`config.mk`:
```
export PLATFORM = sky130hd
export DESIGN_NAME = cdb_arbiter_flat
export DESIGN_NICKNAME = d
export VERILOG_FILES = /design/src/rtl/cdb_arbiter_if.sv /design/src/rtl/cdb_arbiter.sv /design/src/flat_wrapper.sv
export SDC_FILE = /design/constraint.sdc
export NUM_CORES = 1
export LEC_CHECK = 0
export BUFFER_PORTS_ARGS = -buffer_cell sky130_fd_sc_hd__buf_2
export CAP_MARGIN = 25
export CORE_UTILIZATION = 25
export CTS_CLUSTER_DIAMETER = 40
export CTS_CLUSTER_SIZE = 28
export DETAILED_ROUTE_END_ITERATION = 6
export HOLD_SLACK_MARGIN = 0.12
export PLACE_DENSITY = 0.56
export SETUP_SLACK_MARGIN = 0.1
export SLEW_MARGIN = 20
export SYNTH_ARGS = -nofsm -noshare
export SYNTH_HDL_FRONTEND = slang
export SYNTH_SLANG_ARGS = --single-unit
```
`constraint.sdc`:
```
create_clock -name clk -period 3.52 [get_ports clk]
set_input_delay 0.352 -clock clk [delete_from_list [all_inputs] [get_ports clk]]
set_output_delay 0.352 -clock clk [all_outputs]
set_load 0.02 [all_outputs]
```
`src/rtl/cdb_arbiter_if.sv`:
```
// cdb_arbiter_if
//   Common data bus bundle between the functional-unit requesters and the
//   CDB arbiter.
//   Requester side (master): req, req_label, req_data.
//   Arbiter side (slave):    grant, BCEN, BClabel, BCdata.
//   Unit i occupies req_label[i*LW +: LW] and req_data[i*DW +: DW].
interface cdb_arbiter_if #(
    parameter int unsigned NREQ = 4,
    parameter int unsigned DW   = 32,
    parameter int unsigned LW   = 5
);
    logic [NREQ-1:0]    req;
    logic [NREQ*LW-1:0] req_label;
    logic [NREQ*DW-1:0] req_data;
    logic [NREQ-1:0]    grant;
    logic               BCEN;
    logic [LW-1:0]      BClabel;
    logic [DW-1:0]      BCdata;

    modport master (
        output req, req_label, req_data,
        input  grant, BCEN, BClabel, BCdata
    );

    modport slave (
        input  req, req_label, req_data,
        output grant, BCEN, BClabel, BCdata
    );
endinterface

```
`src/rtl/cdb_arbiter.sv`:
```
// cdb_arbiter
//   Round-robin arbiter and driver for the Tomasulo common data bus. Each
//   cycle one requesting unit is granted and its label/data are broadcast
//   for one cycle to all reservation stations and the register file.
// Ports:
//   clk       clock, rising edge
//   nRST      asynchronous active-low reset
//   flush     synchronous clear of pending grant/broadcast, pointer to 0
//   bus       CDB bundle (slave side): req/req_label/req_data in,
//             grant/BCEN/BClabel/BCdata out (all registered)
//   bad_label sticky flag: a granted request carried label 0
//   bc_count  broadcasts since reset, wraps at 16 bits
module cdb_arbiter #(
    parameter int unsigned NREQ = 4,
    parameter int unsigned DW   = 32,
    parameter int unsigned LW   = 5
) (
    input  logic                clk,
    input  logic                nRST,
    input  logic                flush,
    cdb_arbiter_if.slave        bus,
    output logic                bad_label,
    output logic [15:0]         bc_count
);
    localparam int unsigned PW = (NREQ > 1) ? $clog2(NREQ) : 1;

    logic [PW-1:0]   ptr;
    logic [PW-1:0]   ptr_nxt;
    logic [NREQ-1:0] elig;
    logic [NREQ-1:0] win_oh;
    logic [PW-1:0]   win;
    logic            found;
    logic [LW-1:0]   win_label;
    logic [DW-1:0]   win_data;
    int unsigned     idx;

    // Last cycle's grantee is masked so a unit still holding req on the edge
    // it samples grant is not granted twice in a row.
    always_comb begin
        elig   = bus.req & ~bus.grant;
        found  = 1'b0;
        win    = '0;
        win_oh = '0;
        idx    = 0;
        for (int unsigned i = 0; i < NREQ; i++) begin
            idx = 32'(ptr) + i;
            if (idx >= NREQ) begin
                idx = idx - NREQ;
            end
            if (!found && elig[idx]) begin
                found       = 1'b1;
                win         = PW'(idx);
                win_oh[idx] = 1'b1;
            end
        end
        win_label = bus.req_label[32'(win)*LW +: LW];
        win_data  = bus.req_data[32'(win)*DW +: DW];
        ptr_nxt   = (32'(win) == NREQ - 1) ? '0 : win + 1'b1;
    end

    always_ff @(posedge clk or negedge nRST) begin
        if (!nRST) begin
            bus.grant   <= '0;
            bus.BCEN    <= 1'b0;
            bus.BClabel <= '0;
            bus.BCdata  <= '0;
            bad_label   <= 1'b0;
            bc_count    <= '0;
            ptr         <= '0;
        end else if (flush) begin
            bus.grant <= '0;
            bus.BCEN  <= 1'b0;
            ptr       <= '0;
        end else if (found) begin
            bus.grant   <= win_oh;
            bus.BClabel <= win_label;
            bus.BCdata  <= win_data;
            ptr         <= ptr_nxt;
            // Label 0 is drained (granted) but never broadcast.
            if (win_label != '0) begin
                bus.BCEN <= 1'b1;
                bc_count <= bc_count + 16'd1;
            end else begin
                bus.BCEN  <= 1'b0;
                bad_label <= 1'b1;
            end
        end else begin
            bus.grant <= '0;
            bus.BCEN  <= 1'b0;
        end
    end
endmodule

```
`src/flat_wrapper.sv`:
```
// flat-port wrapper written by rule: the top's interface ports become plain ports
module cdb_arbiter_flat 
#(
    parameter int unsigned NREQ = 4,
    parameter int unsigned DW   = 32,
    parameter int unsigned LW   = 5
)
  (clk, nRST, flush, bad_label, bc_count, bus_req, bus_req_label, bus_req_data, bus_grant, bus_BCEN, bus_BClabel, bus_BCdata);
  cdb_arbiter_if #(.NREQ(NREQ), .DW(DW), .LW(LW)) bus_i ();
  input  logic clk;
  input  logic nRST;
  input  logic flush;
  output logic bad_label;
  output logic [15:0] bc_count;
  input wire logic [$bits(bus_i.req)-1:0] bus_req;
  input wire logic [$bits(bus_i.req_label)-1:0] bus_req_label;
  input wire logic [$bits(bus_i.req_data)-1:0] bus_req_data;
  output wire logic [$bits(bus_i.grant)-1:0] bus_grant;
  output wire logic [$bits(bus_i.BCEN)-1:0] bus_BCEN;
  output wire logic [$bits(bus_i.BClabel)-1:0] bus_BClabel;
  output wire logic [$bits(bus_i.BCdata)-1:0] bus_BCdata;
  assign bus_i.req = bus_req;
  assign bus_i.req_label = bus_req_label;
  assign bus_i.req_data = bus_req_data;
  assign bus_grant = bus_i.grant;
  assign bus_BCEN = bus_i.BCEN;
  assign bus_BClabel = bus_i.BClabel;
  assign bus_BCdata = bus_i.BCdata;
  cdb_arbiter #(.NREQ(NREQ), .DW(DW), .LW(LW)) u_core (.clk(clk), .nRST(nRST), .flush(flush), .bus(bus_i), .bad_label(bad_label), .bc_count(bc_count));
endmodule
```
==> impl_results.md, run 1 <==
- Layout cell share with drive strength beyond 1: 29.6%
- Row count: 52
- Largest net degree at the start of global routing: 66
- Layout Skew: 0.00982 ns
- Hold endpoint: u_core.ptr[0]
- Rel. slew slack: 54.8%
- Cells after Synth: 767
- Synth cell types: 59
- # setup viols final: 0
- Via Count: 6444
- Initial Util: 25.8%
- DRC violations left: 0
- Outcome: completed
- Clock sinks: 61
- Worst EP arrival: 3.45 ns
- Lkg Pwr: 3.20 nW
- Slew @ Worst Pin: 0.678 ns
- 1st-pass router iterations: 5
- Worst reg-to-reg setup slack: 0.29 ns
- CP required: 3.74 ns
- Worst slack, placed: 0.165 ns
- Reg-to-reg startpoint: u_core.ptr[0]
- WL met2: 10100 um
- Port Buffers: 213
- CTS buffer count: 9
- Dominant synthesized flop cell: dfrtp_1
- Mean Syn Cell Area: 6.93 um2
- Final Net Count: 1111
- Maximum vdd drop: 0.347 mV
- Die ar.: 21800 um2
- Synthesis-stage register bit count: 61
- First-pass GRT wire length: 34100 um
- Clk slew on worst S/H paths: 0.06 ns
- Non-filler cells, final: 1224
- Max clock buf depth: 2
- Post-DRT Antenna Nets: 0
- Post-synth ARST share: 100%
- Tot Pwr: 0.00666 W
- Reg2reg end: u_core.bc_count[1]
- Synth area leaders: dfrtp_1 29%, nor2_1 17%, o22ai_1 8.8%
- H-tree depth: 3
- Max_cap viols: 0
- Final slew viol count: 0
- Yosys warning total: 0
- Commonest cells after routing, fill and taps aside: 236 x nor2_1, 213 x buf_2, 83 x nor3_1
- Final Hold Viols: 0
- Commonest non-fill, non-tap cell in the layout: nor2_1
- Core area: 20600 um2
- Crit path kind: reg2reg
- Register area share after synthesis: 28.7%
- Ports: 214
- HP Class: in2reg
- Via density: 5.26
- Avg WL per Cell: 17.6 um
- 1st-iter DRT viols: 549
- Hold path startpoint: flush
- Die H: 148 um
- DP Wirelength: 14900 um
- Root Buffer: clkbuf_16
- Worst setup EP type: flip-flop
- Syn Nets: 931
- Crit Path Max Fanout: 65
- Minimum clock period: 3.23 ns
- Met3 Wirelength: 1260 um
- Hold Path Cell Cnt: 2
- DP Cell Count: 1205
- RSZ-0062 raised after global routing: yes
- Routability Congestion: 0.821
- Area grow syn2layout: 32.7%
- Vias in the first global route: 6036
- Setup_tns: 0 ns
- Tcrit/Tclk final: 91.8%
- Worst r2r path cells: 10
- Fmax: 309 MHz
- Highest Signal Layer: met4
- Clock Latency Late Sink: 0.34 ns
- Initial antenna violation count: 2
- Die span in x: 148 um
- CP startpoint kind: flip-flop
- Setup ws final: 0.289 ns
- WL met1: 9920 um
- GRT Total Usage: 19.8%
- Area of the mapped netlist: 5310 um2
- Post-synth EDFFs: 0
- TritonCTS clock tree: built
- Grt ovf: 0
- Final Util: 34.3%
- Final WL: 21500 um
- Synth area leader: dfrtp_1
- Yosys top cell area share: 28.7%
- P per Cell Area: 944 nW/um2
-- worst max-delay path: stages, from the launching register on --
cell	delay (ns)
dfrtp_4	0.41
buf_4	0.38
buf_6	0.47
a21oi_1	0.13
o221ai_1	0.21
o21ai_1	0.26
nand2_2	0.16
buf_4	0.29
nor3_1	0.07
nor2_1	0.30
mux2_1	0.35
-- synthesized netlist by cell type (all sizes together), types with 9 or more instances --
master  instances
o22ai          77
nand2          49
ha              9
a21oi           9
nor2          236
o311ai         37
xnor2          15
buf            29
o21ai          44
nor3           85
clkbuf         41
dfrtp          61
-- cell type report --
class | instances | area [um2]
repair buffers | 239 | 1320
inverters | 5 | 18.8
multi-input cells | 631 | 3520
well taps | 270 | 338
flip-flops and latches | 61 | 1530
clock inverters | 7 | 98.8
clock buffers | 9 | 225
diodes | 2 | 5.00
fillers | 2253 | 13500
-- through the flow --
step / cell area (um2) / hold slack [ns]
floorplan: 5310 / 0.0564
global placement: 6680 / 0.455
detailed placement: 6700 / 0.325
CTS: 7040 / 0.205
global route: 7050 / 0.213
finish: 7050 / 0.222
-- worst max-delay path by stage --
stage,start,end,cells past startpoint,slack (ns)
detailed placement,u_core.ptr[0],u_core.bc_count[1],10,0.16
global placement,u_core.ptr[0],u_core.bc_count[1],10,0.26
global route,u_core.ptr[0],u_core.bc_count[1],10,0.06
finish,u_core.ptr[0],u_core.bc_count[1],10,0.29
floorplan,u_core.ptr[0],u_core.bc_count[9],13,0.31
CTS,u_core.ptr[0],u_core.bc_count[1],10,0.13
-- where the power goes --
group          switching [W]  leakage, nW  total [W]  internal, W
Sequential          0.000212        0.756    0.00122      0.00101
Combinational        0.00285         2.28    0.00445      0.00160
Clock               0.000365        0.156   0.000988     0.000623
-- cell families after synthesis --
| group | synth area share, % |
|---|---|
| fa+ha+maj | 2.12 |
| buf+inv | 5.96 |
| simple gates | 32.8 |
| mux | 0.589 |
| compound gates | 27.3 |
| flops | 28.7 |
| xor+xnor | 2.47 |
-- flip-flops by register name, indices dropped and copies added (netlist names) --
register            cells
u_core.bus.BCdata      32
u_core.bc_count        16
u_core.bus.BClabel      5
u_core.bus.grant        4
u_core.ptr              2
u_core.bad_label        1
u_core.bus.BCEN         1
-- metal layers --
metal  track usage [%]  vias up
met5                 0        -
met4              5.52        0
met3              3.24       19
met2              30.9      235
met1              27.9     3055
li1                  -     3135
-- what timing repair did --
action | CTS | global route
setup endpoints to repair | 0 | 29
resized for setup | 0 | 2
buffers inserted | 0 | 0
endpoints found under the hold margin | 15 | 0
hold buffers | 1 | 0
Power figures use the tool's default switching activity.
==> run 2: changes to the inputs <==
- RECOVER_POWER: default -> 50
==> impl_results.md, run 2 (same netlist as run 1, synthesis figures left out) <==
- Die H: 148 um (unchanged)
- Initial antenna violation count: 2 (unchanged)
- 1st-pass router iterations: 7 (+2)
- CP dominant cell by count: buf_4
- Initial Util: 25.8% (unchanged)
- WL met1: 9830 um (-0.87%)
- Fmax: 309 MHz (about the same)
- Routability Congestion: 0.821 (unchanged)
- Clk slew on worst S/H paths: 0.06 ns (about the same)
- WL met2: 9970 um (-0.76%)
- Clock Latency Late Sink: 0.34 ns (about the same)
- Die ar.: 21800 um2 (unchanged)
- H-tree depth: 3 (unchanged)
- Max reg flops: 32 (unchanged)
- Final slew viol count: 26 (+26)
- Multi-input logic area: 3520 um2 (unchanged)
- Final Hold Viols: 0 (unchanged)
- Commonest non-fill, non-tap cell in the layout: nor2_1
- # setup viols final: 0 (unchanged)
- Via density: 5.27 (about the same)
- Core area: 20600 um2 (unchanged)
- Root Buffer: clkbuf_16
- Port Buffers: 213 (unchanged)
- Area occupied by registers: 1530 um2 (unchanged)
- Worst EP arrival: 3.45 ns (about the same)
- 1st-iter DRT viols: 589 (+7.3%)
- Met3 Wirelength: 1360 um (+7.2%)
- Max_cap viols: 1 (+1)
- RSZ-0062 raised after global routing: yes
- GRT Total Usage: 19.8% (unchanged)
- Post-DRT Antenna Nets: 0 (unchanged)
- HP Class: in2reg
- Slowest stage delay, CP: 0.46 ns (about the same)
- Largest net degree at the start of global routing: 66 (unchanged)
- Top Registers: u_core.bus.BCdata x32, u_core.bc_count x16, u_core.bus.BClabel x5
- Tot Pwr: 0.00659 W (-1.1%)
- CP required: 3.74 ns (about the same)
- Failing checks: capacitance limit, slew limit
- Fillers: 2280 (+1.2%)
- Grt ovf: 0 (unchanged)
- CTS buffer count: 9 (unchanged)
- Max clock buf depth: 2 (unchanged)
- Maximum vdd drop: 0.347 mV (+0.16%)
- Outcome: finished with violations
- P per Cell Area: 945 nW/um2 (about the same)
- CP top delay family: buffers and inverters
- Row count: 52 (unchanged)
- Highest Signal Layer: met4
- Biggest register: u_core.bus.BCdata
- Crit Path Max Fanout: 65 (unchanged)
- Worst path bufs/invs: 3 (unchanged)
- Vias in the first global route: 6036 (unchanged)
- Via Count: 6448 (+0.062%)
- Rel. slew slack: -6.61% (-61 points)
- Die span in x: 148 um (unchanged)
- Minimum clock period: 3.23 ns (+0.000839 ns)
- Lkg Pwr: 3.02 nW (-5.5%)
- Layout Skew: 0.00922 ns (-0.000602 ns)
- Setup_tns: 0 ns (unchanged)
- CP startpoint kind: flip-flop
- Crit path kind: reg2reg
- First-pass GRT wire length: 34100 um (unchanged)
- CP max-delay cell: buf_6
- Layout cell share with drive strength beyond 1: 24.1% (-5.6 points)
- TritonCTS clock tree: built
- Tcrit/Tclk final: 91.8% (about the same)
- Clock sinks: 61 (unchanged)
- Slew @ Worst Pin: 1.60 ns (+0.921 ns)
- Post-CTS setup buffers: 0 (unchanged)
- DRC violations left: 0 (unchanged)
- Commonest cells after routing, fill and taps aside: 236 x nor2_1, 161 x buf_2, 83 x nor3_1
- Ports: 214 (unchanged)
- Final WL: 21400 um (-0.36%)
- Avg WL per Cell: 17.5 um (-0.36%)
- Area grow syn2layout: 31.2%
- DP Wirelength: 14900 um (unchanged)
- Final Net Count: 1111 (unchanged)
- Critical Path, Cell by Cell: buf_4 -> buf_6 -> a21oi_1 -> o221ai_1 -> o21ai_1 -> nand2_2 -> buf_4 -> nor3_1 -> nor2_1 -> mux2_1
- Worst setup EP type: flip-flop
[run 2: cell count changes in the layout (fill, tap and decap cells not counted), sizes merged]
cell and delta:
buf -53, clkbuf +53
[run 2: path summary, 6_finish.rpt]
path	cells after the start	start	slack, ns	end
hold / removal	2	flush	0.22	u_core.ptr[0]
setup reg to reg	10	u_core.ptr[0]	0.29	u_core.bc_count[1]
min in group asynchronous	2	nRST	0.68	u_core.bus.BClabel[1]
hold reg to reg	2	u_core.bad_label	0.48	u_core.bad_label
max in group asynchronous	3	nRST	0.65	u_core.ptr[0]
setup / recovery	10	u_core.ptr[0]	0.29	u_core.bc_count[1]
[run 2: report_power, final]
group | internal (W) | leakage (nW) | switching [W] | total [W]
logic | 0.00153 | 2.11 | 0.00285 | 0.00438
registers | 0.00101 | 0.756 | 0.000222 | 0.00123
clock network | 0.000623 | 0.156 | 0.000357 | 0.000981
total | 0.00316 | 3.02 | 0.00343 | 0.00659
[run 2: final cells by class]
cell class                 count  area share [%]
tap                          270            4.85
clock buffer                   9            3.23
clock inverter                 7            1.42
sequential                    61            22.0
timing repair buffer         239            17.7
inverter                       5           0.269
multi-input combinational    631            50.5
antenna                        2          0.0718
[run 2: metal layers]
metal / vias to the layer above / GRT usage (%)
met5: - / 0
met4: 0 / 5.52
met3: 19 / 3.24
met2: 242 / 30.9
met1: 3051 / 27.9
li1: 3136 / -
[run 2: timing repair]
| item | CTS | global route |
|---|---|---|
| hold endpoints to repair | 15 | 0 |
| hold buffers | 1 | 0 |
| setup endpoints to repair | 0 | 29 |
| gates resized for setup | 0 | 2 |
[run 2: through the flow]
step,utilization [%],worst slack (ns),hold slack (ns),instance area [um2],instances
2_1_floorplan,-,0.313,0.0564,5310,767
6_report,33.9,0.288,0.221,6970,1224
5_1_grt,33.9,0.0612,0.213,6970,1224
3_3_place_gp,32.5,0.258,0.455,6680,1204
3_5_place_dp,32.6,0.165,0.325,6700,1205
4_1_cts,34.2,0.132,0.205,7040,1222
